`config.mk`:
```
export PLATFORM = sky130hd
export DESIGN_NAME = ebus_arbiter
export DESIGN_NICKNAME = d
export VERILOG_FILES = /design/src/rtl/ebus_arbiter.sv
export SDC_FILE = /design/constraint.sdc
export NUM_CORES = 1
export LEC_CHECK = 0
export CAP_MARGIN = 40
export CELL_PAD_IN_SITES_DETAIL_PLACEMENT = 1
export CELL_PAD_IN_SITES_GLOBAL_PLACEMENT = 1
export CORE_ASPECT_RATIO = 0.7
export CORE_MARGIN = 2
export CORE_UTILIZATION = 44
export CTS_CLUSTER_DIAMETER = 150
export DETAILED_ROUTE_END_ITERATION = 7
export PLACE_DENSITY = 0.89
export SKIP_CTS_REPAIR_TIMING = 1
export SYNTH_ARGS = -nofsm -noshare
export SYNTH_HDL_FRONTEND = slang
export SYNTH_SLANG_ARGS = --single-unit
```
`constraint.sdc`:
```
create_clock -name clk -period 2.9 [get_ports clk]
set_input_delay 0.435 -clock clk [delete_from_list [all_inputs] [get_ports clk]]
set_output_delay 0.435 -clock clk [all_outputs]
set_load 0.005 [all_outputs]
```
`src/rtl/ebus_arbiter.sv`:
```
// KL10 EBUS arbiter: round-robin ownership of the bus among master-side requesters
// and timing of the demand / transfer-acknowledge handshake for the current owner.
module ebus_arbiter #(
  parameter int unsigned NREQ    = 4,
  parameter int unsigned SETUP   = 2,
  parameter int unsigned TIMEOUT = 63
) (
  input  logic            clk,
  input  logic            resetN,
  input  logic [NREQ-1:0] ebusReq,
  input  logic [NREQ-1:0] ebusDemandReq,
  input  logic [NREQ-1:0] ebusReturn,
  input  logic            ebusXfer,
  output logic [NREQ-1:0] ebusGrant,
  output logic            ebusDemand,
  output logic [NREQ-1:0] xferDone,
  output logic [NREQ-1:0] xferTimeout,
  output logic            ebusBusy
);

  localparam int unsigned OW = $clog2(NREQ);

  typedef enum logic [2:0] {StIdle, StGrant, StSetup, StDemand, StHold} state_e;

  state_e          state_q, state_d;
  logic [OW-1:0]   owner_q, owner_d;
  logic [OW-1:0]   ptr_q, ptr_d;
  logic [3:0]      setup_cnt_q, setup_cnt_d;
  logic [7:0]      wait_cnt_q, wait_cnt_d;
  logic [NREQ-1:0] grant_q, grant_d;
  logic [NREQ-1:0] done_q, done_d;
  logic [NREQ-1:0] tmo_q, tmo_d;
  logic            demand_q, demand_d;
  logic            busy_q, busy_d;

  logic [OW-1:0]   winner, idx;
  logic            win_valid;
  logic            own_req, own_dreq, own_ret;
  logic            setup_hit, wait_hit, rel;

  assign own_req   = ebusReq[owner_q];
  assign own_dreq  = ebusDemandReq[owner_q];
  assign own_ret   = ebusReturn[owner_q];
  assign setup_hit = setup_cnt_q >= 4'(SETUP - 1);
  assign wait_hit  = wait_cnt_q >= 8'(TIMEOUT - 1);

  // Search upward from the requester after the last releaser, wrapping modulo NREQ.
  always_comb begin
    winner    = '0;
    win_valid = 1'b0;
    idx       = '0;
    for (int unsigned k = 1; k <= NREQ; k++) begin
      idx = OW'((32'(ptr_q) + k) % NREQ);
      if (!win_valid && ebusReq[idx]) begin
        winner    = idx;
        win_valid = 1'b1;
      end
    end
  end

  always_comb begin
    state_d     = state_q;
    owner_d     = owner_q;
    ptr_d       = ptr_q;
    setup_cnt_d = setup_cnt_q;
    wait_cnt_d  = wait_cnt_q;
    grant_d     = grant_q;
    demand_d    = 1'b0;
    done_d      = '0;
    tmo_d       = '0;
    rel         = 1'b0;

    unique case (state_q)
      StIdle: begin
        if (win_valid) begin
          owner_d         = winner;
          grant_d         = '0;
          grant_d[winner] = 1'b1;
          state_d         = StGrant;
        end
      end
      StGrant: begin
        if (!own_req) begin
          rel = 1'b1;
        end else if (own_dreq) begin
          state_d     = StSetup;
          setup_cnt_d = '0;
        end
      end
      StSetup: begin
        if (!own_req) begin
          rel = 1'b1;
        end else if (setup_hit && !ebusXfer) begin
          state_d    = StDemand;
          demand_d   = 1'b1;
          wait_cnt_d = '0;
        end else if (setup_cnt_q != 4'hF) begin
          setup_cnt_d = setup_cnt_q + 4'd1;
        end
      end
      StDemand: begin
        // Acknowledge is checked before the timeout so a coincident ack wins.
        if (!own_req) begin
          rel = 1'b1;
        end else if (ebusXfer) begin
          done_d[owner_q] = 1'b1;
          state_d         = StHold;
        end else if (wait_hit) begin
          tmo_d[owner_q] = 1'b1;
          state_d        = StHold;
        end else begin
          demand_d = 1'b1;
          if (wait_cnt_q != 8'hFF) wait_cnt_d = wait_cnt_q + 8'd1;
        end
      end
      StHold: begin
        if (own_ret || !own_req) begin
          rel = 1'b1;
        end else if (own_dreq) begin
          state_d     = StSetup;
          setup_cnt_d = '0;
        end
      end
      default: state_d = StIdle;
    endcase

    if (rel) begin
      state_d = StIdle;
      grant_d = '0;
      ptr_d   = owner_q;
    end
  end

  assign busy_d = (state_d != StIdle);

  always_ff @(posedge clk or negedge resetN) begin
    if (!resetN) begin
      state_q     <= StIdle;
      owner_q     <= '0;
      ptr_q       <= OW'(NREQ - 1);
      setup_cnt_q <= '0;
      wait_cnt_q  <= '0;
      grant_q     <= '0;
      done_q      <= '0;
      tmo_q       <= '0;
      demand_q    <= 1'b0;
      busy_q      <= 1'b0;
    end else begin
      state_q     <= state_d;
      owner_q     <= owner_d;
      ptr_q       <= ptr_d;
      setup_cnt_q <= setup_cnt_d;
      wait_cnt_q  <= wait_cnt_d;
      grant_q     <= grant_d;
      done_q      <= done_d;
      tmo_q       <= tmo_d;
      demand_q    <= demand_d;
      busy_q      <= busy_d;
    end
  end

  assign ebusGrant   = grant_q;
  assign ebusDemand  = demand_q;
  assign xferDone    = done_q;
  assign xferTimeout = tmo_q;
  assign ebusBusy    = busy_q;

endmodule

```
==> metrics <==
Die W 80.7 µm; quantity of I/O buffers inserted on ports 28; Max Fclk 445 MHz; PD cells 838 mW/mm²; run status completed; final number of max-transition violations 0; clock root buffer clkbuf_8; DR vias/cell 5.86; Post-synth EDFFs 0; FF-to-FF setup slack 0.69 ns; GRT Total Usage 0.242; DRT Pass-1 Iters 4; Worst path slowest cell mux4_2; Hold Vio Cnt, Final 0; max cap viols 0; Yosys reg bits 33; CTS Buf Count 5; Worst VDD drop 408 µV; die height 57.7 µm; Rows 19; Synth Area per Inst 10.0 µm²; Design Power 1.86 mW; clock skew 0.00772 ns; die area 0.00465 mm²; Vias 1560; Arr. time, crit path 2.48 ns; RSZ-0062 raised after global routing false; DP HPWL 3820 µm; setup TNS 0 ns; CP Class primary input to flop; CP max FO 11; CP Capture Type flop; Clock transition at path regs 0.07 ns; antenna-violating nets left 0; first-pass GRT wire length 8290 µm; nets 233; min-delay worst type flop to flop; pin count of the biggest net entering global routing 20; final design utilization 0.562; # diodes 0; H-Tree Depth 2; Critical Path RT 3.13 ns; ys flop type dfrtp_1; most common cell after layout, fill and taps aside dfrtp_1; GPL Wtd Cong 0.897; commonest non-fill, non-tap cells in the layout dfrtp_1 (31), clkdlybuf4s50_1 (28), nor2_1 (23); Post-route DRC 0; Yosys cell types 52; drt total wl 4930 µm; startpoint types primary input; CTS tree yes; Core ar. 0.00395 mm²; synth warn 0; Ports 29; final worst path period share 0.776; Rel. slew slack 0.453; Synth Net Count 201; placed insts 258; count of final setup violators 0; static leakage 0.934 nW; Congestion Overflow GR 0; mapped cell area 0.00181 mm²; worst skew pair latency 0.29 ns; Max stage delay on crit path 0.64 ns; Slew @ Worst Pin 0.819 ns; Async S/R FF share, synth 1.00; fin crit period 2.25 ns; initial antenna violation count 0; area grow syn2layout 22.4%; Finished Layout Cells 266; initial drt markers 58; via count of the first global-routing pass 1697; Seq/Total Area, Yosys 0.457; CTS Buffer Depth 2; worst path cell trace clkdlybuf4s50_1 -> mux4_2 -> or3_1 -> o21ai_4 -> mux2_2; cell count after synthesis 181; Initial Utilization 0.459; share of cells above drive strength 1 0.121; wire per inst 18.5 µm; clk sinks 33
[cell usage after synthesis, types with 2 or more instances]
master | n | share of area
a21o_1 | 2 | 0.0083
a21oi_1 | 10 | 0.028
buf_6 | 2 | 0.012
dfrtp_1 | 31 | 0.43
dfstp_2 | 2 | 0.029
ha_1 | 5 | 0.035
inv_1 | 5 | 0.010
mux2_2 | 2 | 0.012
mux2i_1 | 3 | 0.017
mux4_2 | 3 | 0.037
nand2_1 | 15 | 0.031
nand2b_1 | 3 | 0.010
nand3_1 | 10 | 0.028
nor2_1 | 23 | 0.048
nor2b_1 | 4 | 0.014
nor3_1 | 5 | 0.014
nor3b_1 | 2 | 0.0083
nor4_1 | 3 | 0.010
o21a_1 | 3 | 0.012
o21ai_0 | 8 | 0.022
o22ai_1 | 2 | 0.0069
o2bb2ai_1 | 2 | 0.0097
o31ai_1 | 2 | 0.0083
o32ai_1 | 2 | 0.0097
or3_1 | 5 | 0.017
[report_power, final]
group | switching (mW) | internal [mW] | leakage [nW]
sequential | 0.128 | 0.560 | 0.441
clock | 0.174 | 0.166 | 0.0450
combinational | 0.472 | 0.359 | 0.448
[logic make-up (layout without fill, tap and decap cells)]
kind of cell	after synthesis	after routing	synth area share
simple gates	82	82	0.234
compound gates	41	41	0.171
flops	33	33	0.457
buf+inv	12	45	0.0366
mux	8	8	0.0663
fa+ha+maj	5	5	0.0345
[critical path: cells and delay by family]
family | cells | cell delay, ns
AOI/OAI and AO/OA | 1 | 0.13
buffers and inverters | 1 | 0.50
muxes | 2 | 1.00
and+or+nand+nor | 1 | 0.41
[cell type report]
type / count / area, µm²
clock buffer: 6 / 72.6
multi-input combinational: 136 / 917
fill: 449 / 1730
clock inverter: 2 / 10.0
tap: 52 / 65.1
timing repair buffer: 31 / 303
sequential: 33 / 828
inverter: 6 / 22.5
[per-stage QoR]
| stage | hold WS, ns | cell area [µm²] | setup WS [ns] |
|---|---|---|---|
| floorplan | 0.139 | 1810 | 0.951 |
| global route | 0.555 | 2220 | 0.478 |
| finish | 0.533 | 2220 | 0.650 |
| CTS | 0.538 | 2220 | 0.673 |
| detailed placement | 0.522 | 2140 | 0.365 |
| global placement | 0.481 | 2140 | 0.433 |
[flip-flops by register name, summed over array words and instances (netlist names)]
signal,cells
state_q,3
wait_cnt_q,8
xferTimeout,4
owner_q,2
xferDone,4
ebusDemand,1
ebusBusy,1
ptr_q,2
setup_cnt_q,4
ebusGrant,4
[final timing paths]
path,start,to,cells after the start
min reg2reg,wait_cnt_q[5]$_DFFE_PN0P_,wait_cnt_q[5]$_DFFE_PN0P_,2
max,ebusReq[1],ptr_q[1]$_DFFE_PN1P_,5
max reg2reg,state_q[1]$_DFF_PN0_,setup_cnt_q[2]$_DFFE_PN0P_,5
min in group asynchronous,resetN,ebusGrant[3]$_DFFE_PN0P_,1
min,wait_cnt_q[5]$_DFFE_PN0P_,wait_cnt_q[5]$_DFFE_PN0P_,2
max in group asynchronous,resetN,xferDone[2]$_DFF_PN0_,2
[per-layer routing]
metal,track usage,up-vias,part of all wire,wire length (µm)
li1,-,722,-,-
met1,0.300,783,0.43,2100
met2,0.413,47,0.50,2480
met3,0.0654,8,0.054,268
met4,0.0823,0,0.015,76
met5,0,-,0,0
Note: power is estimated with default switching activity, not from simulation.
